File: config.mk
export PLATFORM = sky130hd
export DESIGN_NAME = vga_timing_gen
export DESIGN_NICKNAME = d
export VERILOG_FILES = /design/src/rtl/vga_pkg.sv /design/src/rtl/vga_pattern.sv /design/src/rtl/vga_timing_gen.sv
export SDC_FILE = /design/constraint.sdc
export NUM_CORES = 1
export LEC_CHECK = 0
export BUFFER_PORTS_ARGS = -buffer_cell sky130_fd_sc_hd__buf_4
export CAP_MARGIN = 30
export CORE_UTILIZATION = 47
export DETAILED_ROUTE_END_ITERATION = 6
export HOLD_SLACK_MARGIN = 0.12
export PLACE_DENSITY_LB_ADDON = 0.08
export SLEW_MARGIN = 10
export SYNTH_ARGS = -nofsm -noshare
export SYNTH_HDL_FRONTEND = slang
export SYNTH_SLANG_ARGS = --single-unit
export TNS_END_PERCENT = 30
File: constraint.sdc
create_clock -name Clock -period 2.6 [get_ports Clock]
set_input_delay 0.13 -clock Clock [delete_from_list [all_inputs] [get_ports Clock]]
set_output_delay 0.13 -clock Clock [all_outputs]
set_load 0.02 [all_outputs]
File: src/rtl/vga_pkg.sv
// Shared definitions for the VGA raster generator: mode encodings, default
// 640x480@60 timing, the per-pixel control payload and colour-index mapping.
package vga_pkg;

  typedef enum logic [1:0] {
    MODE_EXT   = 2'd0,
    MODE_BARS  = 2'd1,
    MODE_CHECK = 2'd2,
    MODE_BLACK = 2'd3
  } mode_e;

  localparam int unsigned DEF_H_ACTIVE = 640;
  localparam int unsigned DEF_H_FRONT  = 16;
  localparam int unsigned DEF_H_SYNC   = 96;
  localparam int unsigned DEF_H_BACK   = 48;
  localparam int unsigned DEF_V_ACTIVE = 480;
  localparam int unsigned DEF_V_FRONT  = 10;
  localparam int unsigned DEF_V_SYNC   = 2;
  localparam int unsigned DEF_V_BACK   = 33;

  // Per-pixel control travelling down the delay line alongside the colour.
  typedef struct packed {
    logic  de;
    logic  hs;
    logic  vs;
    logic  frame;
    mode_e mode;
  } ctl_t;

  localparam ctl_t CTL_BLANK = '{de: 1'b0, hs: 1'b0, vs: 1'b0, frame: 1'b0, mode: MODE_EXT};

  // Colour bars run white..black, so the colour index is 7 - bar, i.e. ~bar.
  function automatic logic [2:0] bar_rgb(input logic [2:0] bar);
    return ~bar;
  endfunction

  // Checkerboard colour index to {R,G,B}.
  function automatic logic [2:0] checker_rgb(input logic [2:0] idx);
    logic [2:0] rgb;
    case (idx)
      3'd0:    rgb = 3'b100;
      3'd1:    rgb = 3'b110;
      3'd2:    rgb = 3'b010;
      3'd3:    rgb = 3'b011;
      3'd4:    rgb = 3'b001;
      3'd5:    rgb = 3'b101;
      3'd6:    rgb = 3'b000;
      default: rgb = 3'b111;
    endcase
    return rgb;
  endfunction

endpackage

File: src/rtl/vga_pattern.sv
// Built-in test-pattern generator; its output is delayed by LATENCY clocks so it
// lines up with an external pixel fetched for the same counter position.
module vga_pattern
  import vga_pkg::*;
#(
  parameter int unsigned H_ACTIVE = DEF_H_ACTIVE,
  parameter int unsigned XW       = 10,
  parameter int unsigned YW       = 10,
  parameter int unsigned LATENCY  = 1
) (
  input  logic          clk,
  input  logic          rst,
  input  logic [XW-1:0] x_i,
  input  logic [YW-1:0] y_i,
  input  mode_e         mode_i,
  output logic [2:0]    rgb_o
);

  localparam int unsigned BW = XW + 3;

  logic [2:0] rgb_c;
  logic [2:0] bar_c;
  logic [2:0] chk_c;
  logic [2:0] pipe_q [LATENCY];
  logic [2:0] pipe_d [LATENCY];

  // One bit per component; the top widens it to the colour depth.
  always_comb begin
    bar_c = 3'({x_i, 3'b000} / BW'(H_ACTIVE));
    chk_c = 3'(x_i >> 4) + 3'(y_i >> 4);
    rgb_c = 3'b000;
    case (mode_i)
      MODE_BARS:  rgb_c = bar_rgb(bar_c);
      MODE_CHECK: rgb_c = checker_rgb(chk_c);
      default:    rgb_c = 3'b000;
    endcase
  end

  always_comb begin
    pipe_d[0] = rgb_c;
    for (int i = 1; i < LATENCY; i++) begin
      pipe_d[i] = pipe_q[i-1];
    end
  end

  always_ff @(posedge clk or posedge rst) begin
    if (rst) begin
      for (int i = 0; i < LATENCY; i++) begin
        pipe_q[i] <= 3'b000;
      end
    end else begin
      for (int i = 0; i < LATENCY; i++) begin
        pipe_q[i] <= pipe_d[i];
      end
    end
  end

  assign rgb_o = pipe_q[LATENCY-1];

endmodule

File: src/rtl/vga_timing_gen.sv
// Programmable VGA raster generator: counters, sync decode, LATENCY-deep control
// delay line and registered colour/sync outputs, external or built-in pixels.
module vga_timing_gen
  import vga_pkg::*;
#(
  parameter int unsigned H_ACTIVE   = DEF_H_ACTIVE,
  parameter int unsigned H_FRONT    = DEF_H_FRONT,
  parameter int unsigned H_SYNC     = DEF_H_SYNC,
  parameter int unsigned H_BACK     = DEF_H_BACK,
  parameter int unsigned V_ACTIVE   = DEF_V_ACTIVE,
  parameter int unsigned V_FRONT    = DEF_V_FRONT,
  parameter int unsigned V_SYNC     = DEF_V_SYNC,
  parameter int unsigned V_BACK     = DEF_V_BACK,
  parameter bit          H_POL      = 1'b0,
  parameter bit          V_POL      = 1'b0,
  parameter int unsigned COLOR_BITS = 1,
  parameter int unsigned LATENCY    = 1,
  localparam int unsigned H_TOTAL   = H_ACTIVE + H_FRONT + H_SYNC + H_BACK,
  localparam int unsigned V_TOTAL   = V_ACTIVE + V_FRONT + V_SYNC + V_BACK,
  localparam int unsigned XW        = $clog2(H_TOTAL),
  localparam int unsigned YW        = $clog2(V_TOTAL)
) (
  input  logic                    Clock,
  input  logic                    Reset,
  input  logic [1:0]              Mode_i,
  input  logic [3*COLOR_BITS-1:0] Pixel_i,
  output logic                    Request_o,
  output logic [XW-1:0]           X_o,
  output logic [YW-1:0]           Y_o,
  output logic [COLOR_BITS-1:0]   Red_o,
  output logic [COLOR_BITS-1:0]   Green_o,
  output logic [COLOR_BITS-1:0]   Blue_o,
  output logic                    HSync_o,
  output logic                    VSync_o,
  output logic                    DE_o,
  output logic                    Frame_o
);

  localparam int unsigned HS_START = H_ACTIVE + H_FRONT;
  localparam int unsigned HS_END   = HS_START + H_SYNC;
  localparam int unsigned VS_START = V_ACTIVE + V_FRONT;
  localparam int unsigned VS_END   = VS_START + V_SYNC;

  logic [XW-1:0]         h_q, h_d;
  logic [YW-1:0]         v_q, v_d;
  mode_e                 mode_q, mode_d;
  logic                  h_last_c, v_last_c;
  ctl_t                  cur_c, tail_c;
  ctl_t                  dly_q [LATENCY];
  ctl_t                  dly_d [LATENCY];
  logic [2:0]            pat_rgb;
  logic [COLOR_BITS-1:0] red_q, red_d, green_q, green_d, blue_q, blue_d;
  logic                  hsync_q, hsync_d, vsync_q, vsync_d;
  logic                  de_q, de_d, frame_q, frame_d;

  // Raster counters; the mode only changes on the last pixel of a frame.
  always_comb begin
    h_last_c = (32'(h_q) == H_TOTAL - 1);
    v_last_c = (32'(v_q) == V_TOTAL - 1);
    h_d      = h_last_c ? '0 : h_q + XW'(1);
    v_d      = v_q;
    if (h_last_c) begin
      v_d = v_last_c ? '0 : v_q + YW'(1);
    end
    mode_d = (h_last_c && v_last_c) ? mode_e'(Mode_i) : mode_q;
  end

  always_comb begin
    cur_c.de    = (32'(h_q) < H_ACTIVE) && (32'(v_q) < V_ACTIVE);
    cur_c.hs    = (32'(h_q) >= HS_START) && (32'(h_q) < HS_END);
    cur_c.vs    = (32'(v_q) >= VS_START) && (32'(v_q) < VS_END);
    cur_c.frame = (h_q == '0) && (v_q == '0);
    cur_c.mode  = mode_q;
  end

  always_comb begin
    dly_d[0] = cur_c;
    for (int i = 1; i < LATENCY; i++) begin
      dly_d[i] = dly_q[i-1];
    end
  end

  assign tail_c = dly_q[LATENCY-1];

  // Final output register: colour source chosen by the mode carried with the pixel.
  always_comb begin
    red_d   = '0;
    green_d = '0;
    blue_d  = '0;
    de_d    = tail_c.de;
    hsync_d = tail_c.hs ? H_POL : !H_POL;
    vsync_d = tail_c.vs ? V_POL : !V_POL;
    frame_d = tail_c.frame;
    if (tail_c.de) begin
      case (tail_c.mode)
        MODE_EXT: {red_d, green_d, blue_d} = Pixel_i;
        MODE_BARS, MODE_CHECK: begin
          red_d   = {COLOR_BITS{pat_rgb[2]}};
          green_d = {COLOR_BITS{pat_rgb[1]}};
          blue_d  = {COLOR_BITS{pat_rgb[0]}};
        end
        default: ;
      endcase
    end
  end

  always_ff @(posedge Clock or posedge Reset) begin
    if (Reset) begin
      h_q     <= '0;
      v_q     <= '0;
      mode_q  <= MODE_EXT;
      for (int i = 0; i < LATENCY; i++) begin
        dly_q[i] <= CTL_BLANK;
      end
      red_q   <= '0;
      green_q <= '0;
      blue_q  <= '0;
      hsync_q <= !H_POL;
      vsync_q <= !V_POL;
      de_q    <= 1'b0;
      frame_q <= 1'b0;
    end else begin
      h_q     <= h_d;
      v_q     <= v_d;
      mode_q  <= mode_d;
      for (int i = 0; i < LATENCY; i++) begin
        dly_q[i] <= dly_d[i];
      end
      red_q   <= red_d;
      green_q <= green_d;
      blue_q  <= blue_d;
      hsync_q <= hsync_d;
      vsync_q <= vsync_d;
      de_q    <= de_d;
      frame_q <= frame_d;
    end
  end

  vga_pattern #(
    .H_ACTIVE (H_ACTIVE),
    .XW       (XW),
    .YW       (YW),
    .LATENCY  (LATENCY)
  ) u_pattern (
    .clk    (Clock),
    .rst    (Reset),
    .x_i    (h_q),
    .y_i    (v_q),
    .mode_i (mode_q),
    .rgb_o  (pat_rgb)
  );

  assign Request_o = cur_c.de;
  assign X_o       = h_q;
  assign Y_o       = v_q;
  assign Red_o     = red_q;
  assign Green_o   = green_q;
  assign Blue_o    = blue_q;
  assign HSync_o   = hsync_q;
  assign VSync_o   = vsync_q;
  assign DE_o      = de_q;
  assign Frame_o   = frame_q;

endmodule

==> flow_summary.yaml, run 1 <==
global_routing:
  grt_pass1_wl_microns: 7762
  globalRouteTotalUtil: 0.2017
  antenna_found_initial: 0
  first_global_vias: 1688
  overflow: 0
  grt_start_max_net_pins: 39
die:
  dieWidth_microns: 70.43
  floorplan.rows: 24
  design.core.area_sq_um: 4414
  start_util: 0.4986
  die_y_microns: 70.43
  die_area_sq_um: 4960
  ios: 35
cts:
  cts_root_buf: "sky130_fd_sc_hd__clkbuf_8"
  cts_hold_repair.buffers: 6
  clockBufferDepth: 2
  clock_latency_ns: 0.29
  clock_tree_sinks: 38
  post_cts_resized: 0
  cts.repair_timing.setup_buffer_count: 0
  cts-buffers-inserted: 5
  htree_num_levels: 2
  clock_edge_transition_at_the_registers_on_the_reported_setup_and_hold_paths_ns: 0.07
  tritoncts: "built"
yosys:
  yosysSeqAreaShare: 0.4332
  post_synth_instance_area_sq_um: 2201
  synth_compound_gate_area_share: 0.09267
  net_count_after_synthesis: 220
  synth_flop_cell: "sky130_fd_sc_hd__dfrtp_1"
  post-synth-top-area-cell: "sky130_fd_sc_hd__dfrtp_1"
  netlist_instances: 203
  ys_ff_latch: 38
  synth_xor_xnor_area_share: 0.06595
  synth-edff-count: 0
  yosysMostFrequentCell: "sky130_fd_sc_hd__dfrtp_1"
  yosys.area_share.adder: 0.06993
  area_share_of_the_largest_cell_type_after_synthesis: 0.4093
  post_synth_num_cell_types: 53
  post_synth_most_frequent_cells: "36 x sky130_fd_sc_hd__dfrtp_1, 15 x sky130_fd_sc_hd__nor2_1, 14 x sky130_fd_sc_hd__inv_1"
  syn_avg_cell_area_sq_um: 10.84
  synthMuxAreaShare: 0.02274
  synth_area_leaders: "sky130_fd_sc_hd__dfrtp_1 41%, sky130_fd_sc_hd__ha_1 5.1%, sky130_fd_sc_hd__buf_6 3.6%, sky130_fd_sc_hd__xnor2_1 3.2%, sky130_fd_sc_hd__nor2_1 2.6%"
  synth_simple_gate_area_frac: 0.2479
  synth_warnings: 0
  dominant_combinational_cell_family_by_area_after_synthesis: "simple AND/OR/NAND/NOR gates"
  ys_async_sr_fraction: 1.000
worst_setup_path:
  cpMaxStageDelayCell: "sky130_fd_sc_hd__dfrtp_1"
  critical_path_peak_fanout: 6
  timing.critical_path.to_type: "flip-flop"
  crit_path_cell_trace: "ha_1 > fa_1 > xnor3_1 > maj3_2 > nand2_1 > o21ai_1"
  worst-setup-path-type: "flip-flop to flip-flop"
  timing.critical_path.max_delay_family: "adder cells"
  worstSetupStartpointType: "flip-flop"
  cp.required_ns: 2.77
  cp.buffers_inverters: 0
  arrival_ns: 2.23
  cp_slowest_stage_delay_ns: 0.47
status:
  status: "finished clean"
power:
  power.leakage_uw: 0.001191
  vdd_drop_max_v: 0.0001613
  power.density_nw_per_um2: 404.1
  power_uw: 1055
sta:
  post-route-min-period_ns: 2.057
  finalHoldViolCount: 0
  setup_viol: 0
  tightestPinTransition_ns: 0.5831
  drv_slew: 0
  finalSetupTns_ns: 0
  slew_headroom: 0.6113
  timing.fmax_ghz: 0.4862
  rsz0062_at_grt: "false"
  fin_crit_sh: 0.7911
  finalClockSkew_ns: 0.008138
placement:
  io_buffer_count: 34
  placed_cells: 283
  hpwl_microns: 3196
  finalWeightedCongestion: 0.8139
detailed_routing:
  avgRoutedWirePerCell_microns: 15.62
  drt.antenna.violating_nets: 0
  drt_pass1_iterations: 4
  detail_route.wirelength_microns: 4640
  via_count: 1660
  drtIter0Drc: 100
  drc_errors: 0
  vias_per_cell: 5.589
layout:
  layout.core_utilization: 0.5913
  post_layout_nonfiller_instances: 297
  fraction_of_final_layout_cells_sized_beyond_drive_strength_1: 0.2612
  antennaDiodeCount: 0
  final_net_count: 261
  syn2layout_area_growth_pct: 18.59
min_path:
  type_of_the_tightest_min_delay_check: "flip-flop to flip-flop"
flow_run:
  maxCapViolCount: 0
==> worst register-to-register path: stages (launching register included) <==
cell and delay, ns:
sky130_fd_sc_hd__dfrtp_1 0.47, sky130_fd_sc_hd__ha_1 0.24, sky130_fd_sc_hd__fa_1 0.35, sky130_fd_sc_hd__xnor3_1 0.44, sky130_fd_sc_hd__maj3_2 0.33, sky130_fd_sc_hd__nand2_1 0.06
sky130_fd_sc_hd__o21ai_1 0.05
==> path summary, 6_finish.rpt <==
check	startpoint	to	slack, ns	cells past startpoint
max in group asynchronous	Reset	VSync_o$_DFF_PP1_	1.74	4
setup reg to reg	Y_o[4]$_DFFE_PP0N_	u_pattern.rgb_o[1]$_DFF_PP0_	0.54	6
setup / recovery	Y_o[4]$_DFFE_PP0N_	u_pattern.rgb_o[1]$_DFF_PP0_	0.54	6
hold / removal	dly_q[3]$_DFF_PP0_	VSync_o$_DFF_PP1_	0.35	1
min in group asynchronous	Reset	Frame_o$_DFF_PP0_	0.51	4
hold reg to reg	dly_q[3]$_DFF_PP0_	VSync_o$_DFF_PP1_	0.35	1
==> cells in the final DEF (no fill, tap or decap), types with 2 or more instances in the layout <==
cell type                        n
sky130_fd_sc_hd__dlygate4sd3_1   6
sky130_fd_sc_hd__ha_1            9
sky130_fd_sc_hd__nand2b_1        5
sky130_fd_sc_hd__o21bai_1        2
sky130_fd_sc_hd__mux2i_1         2
sky130_fd_sc_hd__nor3_1          3
sky130_fd_sc_hd__and4_1          3
sky130_fd_sc_hd__a21o_1          2
sky130_fd_sc_hd__dfrtp_1        36
sky130_fd_sc_hd__inv_1          14
sky130_fd_sc_hd__nand2_1        10
sky130_fd_sc_hd__nand4_1         5
sky130_fd_sc_hd__a22oi_1         3
sky130_fd_sc_hd__nand3_1         9
sky130_fd_sc_hd__nor2b_1         3
sky130_fd_sc_hd__nor4_1          6
sky130_fd_sc_hd__a21oi_1         4
sky130_fd_sc_hd__o31ai_1         2
sky130_fd_sc_hd__and3b_1         2
sky130_fd_sc_hd__dfstp_2         2
sky130_fd_sc_hd__nor3_2          2
sky130_fd_sc_hd__and3_1          4
sky130_fd_sc_hd__nor2_1         15
sky130_fd_sc_hd__clkbuf_8        6
sky130_fd_sc_hd__nand3_4         3
sky130_fd_sc_hd__buf_4          38
sky130_fd_sc_hd__o21ai_0         8
sky130_fd_sc_hd__xnor2_1         8
sky130_fd_sc_hd__xor2_1          6
sky130_fd_sc_hd__mux2_4          2
==> state kept, by name (all words and copies together) (netlist names) <==
signal / flops
Y_o: 10
Blue_o: 1
Red_o: 1
Frame_o: 1
frame_d: 1
VSync_o: 1
u_pattern.rgb_o: 3
Green_o: 1
mode_q: 2
X_o: 10
DE_o: 1
dly_q: 4
de_d: 1
HSync_o: 1
==> logic make-up (layout without fill, tap and decap cells) <==
logic type	Yosys count	count (layout)
AO/OA/AOI/OAI	30	30
flip-flops	38	38
adder cells (fa/ha/maj)	12	12
XOR/XNOR	15	15
multiplexers	4	4
AND/OR/NAND/NOR	80	80
buffers and inverters	24	66
==> report_power, final <==
| group | leakage (uW) | internal [uW] | switching, uW |
|---|---|---|---|
| Combinational | 0.000651 | 16.8 | 19.0 |
| Clock | 0.0000472 | 213 | 212 |
| Sequential | 0.000492 | 593 | 0.631 |
==> per-layer routing <==
metal,track usage,up-vias,routed length [microns]
met5,0,-,0
met4,0.08444,0,35
met3,0.04618,6,189
met2,0.3407,45,2291
met1,0.2456,817,2124
li1,-,792,-
==> per-stage QoR <==
step | cell area [sq um] | worst slack (ns) | hold slack, ns
2_1_floorplan | 2201 | 0.5692 | 0.2781
3_3_place_gp | 2455 | 0.6100 | 0.2747
3_5_place_dp | 2455 | 0.5741 | 0.2814
4_1_cts | 2610 | 0.5564 | 0.3574
5_1_grt | 2610 | 0.4597 | 0.3681
6_report | 2610 | 0.5432 | 0.3540
==> final cells by class <==
type / count / area [sq um]
Sequential cell: 38 / 953.4
Clock buffer: 6 / 82.58
Clock inverter: 2 / 12.51
Tap cell: 52 / 65.06
Inverter: 14 / 52.55
Fill cell: 362 / 1804
Multi-Input combinational cell: 141 / 1099
Timing Repair Buffer: 44 / 345.3
No activity file was read; power rests on OpenSTA's default activity.
==> inputs of run 2 (changes only) <==
Clock period 2.6 ns to 1.7 ns, I/O delays scaled along.
==> flow_summary.yaml, run 2 (synthesis gave the netlist of run 1 again) <==
placement:
  placed_cells: 297
  hpwl_microns: 3512
  io_buffer_count: 34
  finalWeightedCongestion: 0.8721
power:
  vdd_drop_max_v: 0.0005535
  power.share.switching: 0.1969
  power.leakage_uw: 0.001288
  internal-power_uw: 1521
  clockPowerShare: 0.492
  power_uw: 1893
  power_frac_comb: 0.029
  power.density_nw_per_um2: 680.7
  seq_power_share: 0.479
  power.switching_uw: 372.9
layout:
  post_layout_nonfiller_instances: 311
  fraction_of_final_layout_cells_sized_beyond_drive_strength_1: 0.3282
  layout.cells.most_common_list: "52 x sky130_fd_sc_hd__buf_4, 32 x sky130_fd_sc_hd__dfrtp_1, 15 x sky130_fd_sc_hd__nor2_1, 14 x sky130_fd_sc_hd__inv_1, 10 x sky130_fd_sc_hd__nand2_1"
  syn2layout_area_growth_pct: 26.38
  fillers: 371
  final_net_count: 275
  sequential_cell_area_in_the_final_layout_sq_um: 958.4
  layout_commonest_cell: "sky130_fd_sc_hd__buf_4"
  multi_input_comb_area_sq_um: 1117
  antennaDiodeCount: 0
die:
  die_y_microns: 70.43
  ios: 35
  die_area_sq_um: 4960
  start_util: 0.4986
  floorplan.rows: 24
  dieWidth_microns: 70.43
  design.core.area_sq_um: 4414
cts:
  cts_root_buf: "sky130_fd_sc_hd__clkbuf_8"
  cts-buffers-inserted: 5
  clockBufferDepth: 2
  cts.repair_timing.setup_buffer_count: 0
  htree_num_levels: 2
  clock_latency_ns: 0.29
  tritoncts: "built"
  clock_tree_sinks: 38
  clock_edge_transition_at_the_registers_on_the_reported_setup_and_hold_paths_ns: 0.08
status:
  status: "finished clean"
worst_setup_path:
  worstSetupStartpointType: "flip-flop"
  timing.critical_path.max_delay_family: "adder cells"
  arrival_ns: 1.87
  worst-setup-path-type: "flip-flop to flip-flop"
  cp.buffers_inverters: 0
  timing.critical_path.to_type: "flip-flop"
  critical_path_peak_fanout: 4
  cp_slowest_stage_delay_ns: 0.43
  cpMaxStageDelayCell: "sky130_fd_sc_hd__dfrtp_2"
  crit_path_cell_trace: "ha_4 > fa_2 > xnor3_1 > maj3_2 > nand2_1 > o21ai_1"
  cp.required_ns: 1.88
sta:
  drv_slew: 0
  slew_headroom: 0.6787
  fin_crit_sh: 0.9950
  post-route-min-period_ns: 1.692
  setup_viol: 0
  timing.fmax_ghz: 0.5912
  finalClockSkew_ns: 0.009741
  rsz0062_at_grt: "true"
  finalHoldViolCount: 0
  tightestPinTransition_ns: 0.4820
detailed_routing:
  drt.antenna.violating_nets: 0
  drtIter0Drc: 154
  via_count: 1739
  vias_per_cell: 5.592
  drt_pass1_iterations: 4
  detail_route.wirelength_microns: 4876
  drc_errors: 0
  avgRoutedWirePerCell_microns: 15.68
global_routing:
  grt_start_max_net_pins: 39
  antenna_found_initial: 0
  grt_pass1_wl_microns: 8355
  first_global_vias: 1783
  globalRouteTotalUtil: 0.2170
  overflow: 0
flow_run:
  maxCapViolCount: 0
min_path:
  type_of_the_tightest_min_delay_check: "flip-flop to flip-flop"
## run 2: cell type report
| cell class | count | area share |
|---|---|---|
| flip-flops and latches | 38 | 0.3446 |
| well taps | 52 | 0.02339 |
| repair buffers | 58 | 0.1619 |
| multi-input cells | 141 | 0.4017 |
| inverters | 14 | 0.01889 |
| clock buffers | 5 | 0.02474 |
| clock inverters | 3 | 0.02474 |
## run 2: final timing paths
check | from | endpoint | slack (ns) | depth (start not counted)
worst min register to register | dly_q[3]$_DFF_PP0_ | VSync_o$_DFF_PP1_ | 0.35 | 1
worst min-delay path | dly_q[3]$_DFF_PP0_ | VSync_o$_DFF_PP1_ | 0.35 | 1
max in group asynchronous | Reset | X_o[4]$_DFF_PP0_ | 0.86 | 4
worst max register to register | Y_o[4]$_DFFE_PP0N_ | u_pattern.rgb_o[1]$_DFF_PP0_ | 0.008 | 6
worst max-delay path | Y_o[4]$_DFFE_PP0N_ | u_pattern.rgb_o[1]$_DFF_PP0_ | 0.008 | 6
min in group asynchronous | Reset | dly_q[0]$_DFF_PP0_ | 0.47 | 4
## run 2: power by group through the flow
stage	combinational (uW)	clock, uW	sequential [uW]
detailed placement	44.7	0	926
global placement	44.1	0	926
floorplan	16.6	0	930
CTS	56.0	937	908
finish	54.8	931	908
global route	62.3	988	908
## run 2: metal layers
| layer | GRT usage | up-vias | share of wire |
|---|---|---|---|
| li1 | - | 829 | - |
| met1 | 0.2716 | 824 | 0.43 |
| met2 | 0.3598 | 67 | 0.49 |
| met3 | 0.05051 | 19 | 0.046 |
| met4 | 0.08667 | 0 | 0.030 |
| met5 | 0 | - | 0 |
## run 2: repair_timing
| item | CTS | global route |
|---|---|---|
| resized for setup | 0 | 3 |
| setup endpoints to repair | 0 | 4 |
| hold endpoints to repair | 41 | 0 |
| hold buffers | 6 | 0 |
## run 2: metrics by stage
| stage | worst slack, ns | hold slack, ns | setup TNS, ns | area (sq um) | utilization |
|---|---|---|---|---|---|
| global placement | 0.05477 | 0.2251 | 0 | 2579 | 0.5842 |
| CTS | 0.005040 | 0.3537 | 0 | 2776 | 0.6290 |
| finish | 0.008487 | 0.3528 | 0 | 2781 | 0.6301 |
| detailed placement | 0.02323 | 0.2366 | 0 | 2579 | 0.5842 |
| global route | -0.05497 | 0.3638 | -0.05497 | 2781 | 0.6301 |
| floorplan | -0.03017 | 0.2331 | -0.07409 | 2220 | - |
